## config.mk

```make
export PLATFORM = sky130hd
export DESIGN_NAME = spike_event_arbiter
export DESIGN_NICKNAME = d
export VERILOG_FILES = /design/src/rtl/snn_pkg.sv /design/src/rtl/spike_rec_buffer.sv /design/src/rtl/spike_event_arbiter.sv
export SDC_FILE = /design/constraint.sdc
export NUM_CORES = 1
export LEC_CHECK = 0
export ABC_AREA = 1
export CORE_UTILIZATION = 50
export CTS_BUF_LIST = sky130_fd_sc_hd__clkbuf_8
export CTS_CLUSTER_SIZE = 24
export DETAILED_ROUTE_END_ITERATION = 10
export PLACE_DENSITY = 0.69
export SLEW_MARGIN = 5
export SYNTH_ARGS = -nofsm -noshare
export SYNTH_HDL_FRONTEND = slang
export SYNTH_SLANG_ARGS = --single-unit
```

## constraint.sdc

```tcl
create_clock -name clk -period 6.8 [get_ports clk]
set_input_delay 1.02 -clock clk [delete_from_list [all_inputs] [get_ports clk]]
set_output_delay 1.02 -clock clk [all_outputs]
set_load 0.02 [all_outputs]
```

## src/rtl/snn_pkg.sv

```systemverilog
// Shared types, constants and helpers for the spike event path.
package snn_pkg;

  localparam int unsigned SNN_ADDR_WIDTH = 14;

  // Winner of the spike FIFO write port in a given cycle.
  typedef enum logic [1:0] {
    GNT_NONE = 2'd0,
    GNT_EXT  = 2'd1,
    GNT_REC  = 2'd2
  } grant_t;

  // Increment a counter of the given width (<= 32), holding at all-ones.
  function automatic logic [31:0] sat_inc(input logic [31:0] val, input int unsigned width);
    logic [31:0] max_val;
    if (width >= 32) max_val = '1;
    else             max_val = (32'(1) << width) - 32'(1);
    if (val >= max_val) return max_val;
    return val + 32'(1);
  endfunction

endpackage

```

## src/rtl/spike_rec_buffer.sv

```systemverilog
// Recurrent spike buffer: synchronous FIFO with flush; a push into a full
// buffer is accepted only when a pop frees a slot in the same cycle.
module spike_rec_buffer
  import snn_pkg::*;
#(
  parameter int unsigned DEPTH      = 16,
  parameter int unsigned ADDR_WIDTH = SNN_ADDR_WIDTH
) (
  input  logic                       clk,
  input  logic                       rst,
  input  logic                       i_push,
  input  logic                       i_pop,
  input  logic                       i_flush,
  input  logic [ADDR_WIDTH-1:0]      i_wdata,
  output logic [ADDR_WIDTH-1:0]      o_head,
  output logic [$clog2(DEPTH):0]     o_count,
  output logic                       o_full,
  output logic                       o_empty
);

  localparam int unsigned PW = $clog2(DEPTH);
  localparam int unsigned CW = PW + 1;

  logic [ADDR_WIDTH-1:0] r_mem [DEPTH];
  logic [PW-1:0]         r_wr_ptr;
  logic [PW-1:0]         r_rd_ptr;
  logic [CW-1:0]         r_count;
  logic                  w_push_ok;
  logic                  w_pop_ok;

  assign o_full    = (r_count == CW'(DEPTH));
  assign o_empty   = (r_count == '0);
  assign o_count   = r_count;
  assign o_head    = r_mem[r_rd_ptr];
  assign w_pop_ok  = i_pop & ~o_empty;
  assign w_push_ok = i_push & (~o_full | w_pop_ok) & ~i_flush;

  // Pointer and occupancy bookkeeping; flush empties the buffer at the edge.
  always_ff @(posedge clk) begin
    if (rst || i_flush) begin
      r_wr_ptr <= '0;
      r_rd_ptr <= '0;
      r_count  <= '0;
    end else begin
      if (w_push_ok) r_wr_ptr <= r_wr_ptr + PW'(1);
      if (w_pop_ok)  r_rd_ptr <= r_rd_ptr + PW'(1);
      case ({w_push_ok, w_pop_ok})
        2'b10:   r_count <= r_count + CW'(1);
        2'b01:   r_count <= r_count - CW'(1);
        default: r_count <= r_count;
      endcase
    end
  end

  // Payload storage; no reset needed since occupancy gates visibility.
  always_ff @(posedge clk) begin
    if (!rst && w_push_ok) r_mem[r_wr_ptr] <= i_wdata;
  end

endmodule

```

## src/rtl/spike_event_arbiter.sv

```systemverilog
// Round-robin arbiter sharing the spike FIFO write port between external
// events (zero-latency pass-through) and buffered recurrent spikes.
module spike_event_arbiter
  import snn_pkg::*;
#(
  parameter int unsigned ADDR_WIDTH = SNN_ADDR_WIDTH,
  parameter int unsigned REC_DEPTH  = 16,
  parameter int unsigned CNT_WIDTH  = 16
) (
  input  logic                         clk,
  input  logic                         rst,
  input  logic                         i_rec_enable,
  input  logic                         i_flush,
  input  logic                         i_ext_valid,
  input  logic [ADDR_WIDTH-1:0]        i_ext_addr,
  output logic                         o_ext_ready,
  input  logic                         i_rec_valid,
  input  logic [ADDR_WIDTH-1:0]        i_rec_addr,
  input  logic                         i_fifo_full,
  output logic                         o_fifo_wr_en,
  output logic [ADDR_WIDTH-1:0]        o_fifo_wdata,
  output logic [$clog2(REC_DEPTH):0]   o_rec_count,
  output logic [CNT_WIDTH-1:0]         o_drop_count,
  output logic                         o_idle
);

  localparam int unsigned CW = $clog2(REC_DEPTH) + 1;

  grant_t                r_rr_last;
  grant_t                w_grant;
  logic [CNT_WIDTH-1:0]  r_drop_count;
  logic [ADDR_WIDTH-1:0] w_rec_head;
  logic [CW-1:0]         w_rec_count;
  logic                  w_rec_full;
  logic                  w_rec_empty;
  logic                  w_push_req;
  logic                  w_grant_ext;
  logic                  w_grant_rec;
  logic                  w_drop;

  assign w_push_req  = i_rec_valid & i_rec_enable & ~i_flush;
  assign w_grant_ext = (w_grant == GNT_EXT);
  assign w_grant_rec = (w_grant == GNT_REC);
  assign w_drop      = w_push_req & w_rec_full & ~w_grant_rec;

  spike_rec_buffer #(
    .DEPTH      (REC_DEPTH),
    .ADDR_WIDTH (ADDR_WIDTH)
  ) u_rec_buf (
    .clk     (clk),
    .rst     (rst),
    .i_push  (w_push_req),
    .i_pop   (w_grant_rec),
    .i_flush (i_flush),
    .i_wdata (i_rec_addr),
    .o_head  (w_rec_head),
    .o_count (w_rec_count),
    .o_full  (w_rec_full),
    .o_empty (w_rec_empty)
  );

  // Grant decision: single requester wins, ties go to whoever did not win last.
  always_comb begin
    w_grant = GNT_NONE;
    if (!rst && !i_fifo_full) begin
      if (i_ext_valid && !w_rec_empty)
        w_grant = (r_rr_last == GNT_EXT) ? GNT_REC : GNT_EXT;
      else if (i_ext_valid)
        w_grant = GNT_EXT;
      else if (!w_rec_empty)
        w_grant = GNT_REC;
    end
  end

  // Round-robin history; starts at REC so the first tie favours EXT.
  always_ff @(posedge clk) begin
    if (rst)                       r_rr_last <= GNT_REC;
    else if (w_grant != GNT_NONE)  r_rr_last <= w_grant;
  end

  // Saturating count of recurrent events lost to buffer overflow.
  always_ff @(posedge clk) begin
    if (rst)         r_drop_count <= '0;
    else if (w_drop) r_drop_count <= CNT_WIDTH'(sat_inc(32'(r_drop_count), CNT_WIDTH));
  end

  // Write-port mux driven straight from the grant.
  always_comb begin
    o_fifo_wdata = '0;
    if (w_grant_ext)      o_fifo_wdata = i_ext_addr;
    else if (w_grant_rec) o_fifo_wdata = w_rec_head;
  end

  assign o_ext_ready  = w_grant_ext;
  assign o_fifo_wr_en = w_grant_ext | w_grant_rec;
  assign o_rec_count  = w_rec_count;
  assign o_drop_count = r_drop_count;
  assign o_idle       = w_rec_empty & ~i_ext_valid;

endmodule

```

Yosys cells after proc, flatten, opt, wreduce, memory -nomap -nowiden
Memories as Yosys holds them, arrays and structs flattened. A register that Yosys moved wholly into a read port is not among the register bits.
Cells that the tools add are included.
{"block": "classes", "add_sub_neg": 5, "magnitude_cmp": 1, "eq_ne": 6, "muxes": 19, "n_bitwise": 15, "reduce_logical": 10}
{"op": "two-way mux 32 bit", "n": 2}
{"op": ">= comparator 16 x 32 -> 1 bit", "n": 1}
{"op": "two-way mux 16 bit", "n": 2}
{"op": "two-way mux 14 bit", "n": 2}
{"op": "adder 16 x 1 -> 16 bit (second input constant)", "n": 1}
{"op": "two-way mux 2 bit", "n": 5}
{"op": "case mux 5 bit (2 select lines)", "n": 1}
{"op": "adder 4 x 1 -> 4 bit (second input constant)", "n": 2}
{"op": "bitwise AND 1 bit", "n": 8}
{"op": "two-way mux 4 bit", "n": 2}
{"op": "== test 2 x 1 -> 1 bit (second input constant)", "n": 3}
{"op": "adder 5 x 1 -> 5 bit (second input constant)", "n": 1}
{"op": "== test 5 bit (second input constant)", "n": 1}
{"op": "zero test 5 bit", "n": 1}
{"op": "two-way mux 1 bit", "n": 5}
{"op": "inverter 1 bit", "n": 5}
{"op": "subtractor 5 x 1 -> 5 bit (second input constant)", "n": 1}
{"op": "== test 2 bit (second input constant)", "n": 2}
{"op": "nonzero test 2 bit", "n": 2}
{"op": "logical AND 1 bit", "n": 3}
{"op": "zero test 1 bit", "n": 3}
{"op": "OR 1 bit", "n": 2}
{"op": "logical OR 1 bit", "n": 1}
{"block": "totals", "register_bits": 31, "mem_bits_rw": 224, "output_inout_bits": 38, "elab_cells": 62, "memories": 1}
{"name": "u_rec_buf.r_mem", "words": 16, "width": 14, "read_ports": 1, "rd_clocked_by_memory_dff": 1, "write_ports": 1, "line": "spike_rec_buffer.sv:24", "rtl": "logic [ADDR_WIDTH-1:0] r_mem [DEPTH];"}

Longest topological paths before layout
{"block": "logic_depth", "depth_word": 15, "depth_mapped": 16}

Hierarchy
A second synthesis with hierarchy kept.
{"block": "hier_totals", "hier_cells": 1064, "area_unflattened_um2": 11551.1}
{"mod": "spike_rec_buffer", "instances": 1, "cells_each": 847, "area_per_inst_um2": 10179.8}
{"mod": "spike_event_arbiter", "instances": 1, "cells_each": 217, "area_per_inst_um2": 1371.3}

Worst setup path before layout
No wires, ideal clock.
{"block": "synth_timing", "kind": "input -> output", "from": "input port rst", "to": "output port o_fifo_wdata[10]", "arrival_time_ps": 2656, "required_time_ps": 5780, "path_slack_ps": 3124, "path_stages": 9, "n_path_buf": 2, "path_cell_list": "clkbuf_1 > nor2_1 > nand3_1 > inv_1 > ha_1 > nor2_1 > buf_2 > nand3_1 > nand2_1"}
{"block": "synth_between", "word_cells_on_any_way": 7, "cone_classes": "eq/ne: 2; mux: 3; reduce/logical: 2"}
{"element": "from (decl)", "line": "spike_event_arbiter.sv:11", "rtl": "input logic rst,"}
{"element": "zero test 1 bit", "line": "spike_event_arbiter.sv:65", "rtl": "if (!rst && !i_fifo_full) begin"}
{"element": "logical AND 1 bit", "line": "spike_event_arbiter.sv:65"}
{"element": "two-way mux 2 bit", "line": "spike_event_arbiter.sv:65"}
{"element": "net w_grant[0]", "line": "spike_event_arbiter.sv:30", "rtl": "grant_t w_grant;"}
{"element": "== test 2 x 1 -> 1 bit", "line": "spike_event_arbiter.sv:42", "rtl": "assign w_grant_ext = (w_grant == GNT_EXT);"}
{"element": "net o_ext_ready", "line": "spike_event_arbiter.sv:16", "rtl": "output logic o_ext_ready,"}
{"element": "two-way mux 14 bit", "line": "spike_event_arbiter.sv:90", "rtl": "if (w_grant_ext) o_fifo_wdata = i_ext_addr;"}
{"element": "to (decl)", "line": "spike_event_arbiter.sv:21", "rtl": "output logic [ADDR_WIDTH-1:0] o_fifo_wdata,"}
The timed path passes the listed nets, and every way through them passes these cells.

Worst setup path in the final report
{"block": "layout_timing", "from": "input port rst", "to": "output port o_fifo_wdata[11]"}
{"block": "layout_between", "elab_chain_cells": 6, "word_cells_on_any_way": 7, "cone_classes": "eq/ne: 2; mux: 3; reduce/logical: 2"}
{"element": "zero test 1 bit *", "line": "spike_event_arbiter.sv:65"}
{"element": "logical AND 1 bit *", "line": "spike_event_arbiter.sv:65"}
{"element": "two-way mux 2 bit *", "line": "spike_event_arbiter.sv:65"}
{"element": "net w_grant[0]", "line": "spike_event_arbiter.sv:30"}
{"element": "== test 2 bit", "line": "spike_event_arbiter.sv:43", "rtl": "assign w_grant_rec = (w_grant == GNT_REC);"}
{"element": "two-way mux 14 bit", "line": "spike_event_arbiter.sv:91", "rtl": "else if (w_grant_rec) o_fifo_wdata = w_rec_head;"}
{"element": "two-way mux 14 bit *", "line": "spike_event_arbiter.sv:90"}
The timed path passes the listed nets; every way through them passes the cells marked *.

==> results by group <==
Synth
  – Synth Instances: ~1.1k
  – Synth Flop Type: edfxtp_1
  – Synthesis-stage register bit count: roughly 260
  – Top post-synthesis cells by area: edfxtp_1 (59%), nand2_1 (6.9%), nand3_1 (6.5%), dfxtp_1 (6.2%), nor2_1 (4.9%)
  – Yosys top cell area share: 59.3%
  – Post-Synth Simple-Gate Area: about a fifth
  – Largest family of logic cells by synthesized area: simple AND/OR/NAND/NOR gates
  – Complex-gate fraction of the synthesized area: about 6.7%
  – Post-synthesis xor/xnor area fraction: 0.617%
  – Synth async-reset ratio: 0%
  – Avg Inst Size Synth: around 10 sq um
  – EDFF count, synth: 224
  – Sequential element share of the synthesized area: roughly 65%
  – Distinct cells, synth: 36
  – Yosys warns: 0
  – Top cell type by total area after synthesis: edfxtp_1
  – Most common cell in the netlist: edfxtp_1
  – Proportion of synthesized area in mux cells: 0%
  – Top cells by count, synth: edfxtp_1 (224), nand2_1 (208), nand3_1 (148), nor2_1 (148), inv_1 (72)
  – Synthesized cell area: 11300 sq um
  – Post-synthesis adder-cell area fraction: 1.61%
  – Mapped Nets: around 1.1k

Die
  – I/O pin count: 73
  – Std-Cell Rows: 54
  – Starting density of the core: between 50% and 60%
  – Core ar.: 22000 sq um
  – Die Y-Extent: roughly 150 microns
  – Die X: around 150 microns
  – Die area: between 20000 and 25000 sq um

Cells and area
  – Final #Nets: about 1.2k
  – Layout cells sized above 1: 10.5%
  – Fin area: ~13000 sq um
  – Area Growth Syn to Fin: 16.0%
  – End-of-flow core utilization: 59.7%

Run status
  – Outcome: finished, violations left
  – Failing checks: design-rule violations

Power and ir drop
  – Switch share: a little over a fifth
  – Pint: ~0.0024 W
  – Comb pwr share: 2.6%
  – Pwr/cell area: 236 nW/um^2
  – Sequential fraction of design power: ~56%
  – Lkg Pwr: approximately 4.8 nW
  – Peak VDD IR: between 0.1 and 0.15 mV
  – Switching Power: roughly 0.00066 W
  – Clock power share: a little over two fifths

Clock network
  – CTS Buf Count: 43
  – Clock sinks: between 200 and 300
  – # H-tree levels: 2
  – Post_cts resized: 0
  – Hold-fix buffers, CTS: 0
  – Clock latency on the worst-skew pair: approximately 0.55 ns
  – CTS Buffer Depth: 3
  – TritonCTS clock tree: done
  – Post-CTS setup buffers: 0
  – Root Buffer: clkbuf_8
  – Clock slew at reported path FFs: around 0.060 ns

Setup path
  – Worst endpoint required time: about 5.8 ns
  – Worst R2R Path Depth: 10
  – Reg2Reg Launch Point: u_rec_buf.o_count[1]
  – Crit start category: primary input
  – Setup crit start: rst
  – Largest fanout on the critical path: 20
  – RR Endpoint: u_rec_buf.r_mem[3][12]
  – CP Class: in -> out
  – Flop-to-flop setup slack: between 3 and 4 ns
  – Arr. time, crit path: roughly 4.1 ns
  – Type of destination of the critical path: output port

Global route
  – Pin count of the biggest net entering global routing: 80
  – Total gr overflow: 0
  – Initial antenna violation count: 1
  – First-pass GRT wire length: roughly 43000 microns
  – GRT Util Overall: 23.9%
  – Vias in the first global route: about 7.8k

Place
  – Hpwl dp: between 15000 and 20000 microns
  – Final Wtd Congestion: a little under 0.8
  – Placed inst area: between 10000 and 15000 sq um
  – PortBufs: between 70 and 80

Min path
  – Worst hold start: u_rec_buf.r_rd_ptr[2]
  – Type of the most critical hold path: reg -> reg
  – WHS Path Cells: 2

Timing
  – Clk_skew: roughly 0.016 ns
  – Final slew viol count: 0
  – RSZ-0062 raised after global routing: false
  – Final min period: about 5.1 ns
  – Endpoints failing setup: 0
  – Worst slew pin tran: roughly 1.1 ns
  – Highest Clock Rate: a little under 200 MHz
  – Hold Fails Final Rpt: 0
  – Relative slew slack: 23.4%
  – Setup TNS: 0 ns
  – Crit share post-route: between 70% and 80%

Detailed routing
  – Drt first-iter violations: 746
  – Vias: 8168
  – First-pass DRT Iterations: 8
  – Detail Route Antenna Nets: 0
  – Drt total wl: about 28000 microns
  – Drt drc: 6
  – Vias/cell: 5.49
  – Wire per inst: between 15 and 20 microns

Flow run
  – Max-cap check violation count: 0
## how the worst max path moves through the flow
stage,endpoint,slack [ns],cells past startpoint
3_5_place_dp,o_fifo_wdata[11],1.77,11
4_1_cts,o_fifo_wdata[11],1.76,11
2_1_floorplan,o_fifo_wdata[10],3.12,9
6_report,o_fifo_wdata[11],1.70,11
5_1_grt,o_fifo_wdata[11],1.48,11
3_3_place_gp,o_fifo_wdata[12],1.79,11
## sequential cells by signal, summed over array words and instances (netlist names), named ones only
| name | count |
|---|---|
| u_rec_buf.r_rd_ptr | 4 |
| o_drop_count | 16 |
| u_rec_buf.r_wr_ptr | 4 |
| u_rec_buf.o_count | 5 |
| r_rr_last | 2 |
| u_rec_buf.r_mem | 224 |
## cell families (layout without fill, tap and decap cells)
kind of cell,Yosys count,in the layout
buffers and inverters,131,252
XOR/XNOR,8,8
AND/OR/NAND/NOR,537,537
flip-flops,259,259
adder cells (fa/ha/maj),14,14
other,0,1
AO/OA/AOI/OAI,138,138
## per-layer routing
layer | track usage [%] | up-vias | share of wire (%)
li1 | - | 3907 | -
met1 | 31.3 | 3904 | 42
met2 | 40.3 | 299 | 48
met3 | 4.52 | 56 | 7.0
met4 | 7.89 | 2 | 2.4
met5 | 0 | - | 0.065
## metrics by stage
stage	power, W	setup WS [ns]	instances	hold WS [ns]
3_5_place_dp	0.00185	1.77	1411	0.476
4_1_cts	0.00313	1.76	1488	0.486
6_report	0.00311	1.70	1489	0.492
2_1_floorplan	0.00179	3.12	1087	0.440
3_3_place_gp	0.00184	1.79	1411	0.464
5_1_grt	0.00321	1.48	1488	0.532
## layout make-up
cell class	instances	area, sq um
repair buffers	94	886
well taps	280	350
flip-flops and latches	259	7430
clock inverters	29	156
inverters	81	304
multi-input cells	697	3370
fillers	1818	8870
diodes	1	2.50
clock buffers	48	661
## worst max-delay path, cell delays in order
cell,delay [ns]
clkdlybuf4s50_1,0.45
buf_4,0.29
nor2_1,0.10
nand3_1,0.14
inv_1,0.08
ha_1,0.51
nor2_1,0.40
buf_4,0.29
nand3_1,0.12
nand2_1,0.07
clkdlybuf4s50_1,0.59
## power by group through the flow
stage / Clock [W] / Sequential [W] / Combinational, W
2_1_floorplan: 0 / 0.00176 / 0.0000269
3_3_place_gp: 0 / 0.00176 / 0.0000809
3_5_place_dp: 0 / 0.00176 / 0.0000819
4_1_cts: 0.00132 / 0.00173 / 0.0000824
5_1_grt: 0.00139 / 0.00173 / 0.0000895
6_report: 0.00130 / 0.00173 / 0.0000821
## placed cells by master (no fill, tap or decap), types with 4 or more instances in the layout
| master | count |
|---|---|
| a21oi_1 | 17 |
| a21oi_2 | 10 |
| buf_4 | 22 |
| clkbuf_8 | 48 |
| clkdlybuf4s50_1 | 72 |
| clkinv_1 | 8 |
| clkinv_2 | 6 |
| dfxtp_1 | 33 |
| edfxtp_1 | 224 |
| ha_1 | 13 |
| inv_1 | 84 |
| inv_2 | 8 |
| nand2_1 | 208 |
| nand3_1 | 148 |
| nand4_1 | 6 |
| nor2_1 | 148 |
| nor2_2 | 6 |
| nor3_2 | 8 |
| o21ai_0 | 35 |
| o21ai_1 | 67 |
| o21ai_2 | 4 |
| xor2_1 | 6 |
No activity file was read; power rests on OpenSTA's default activity.
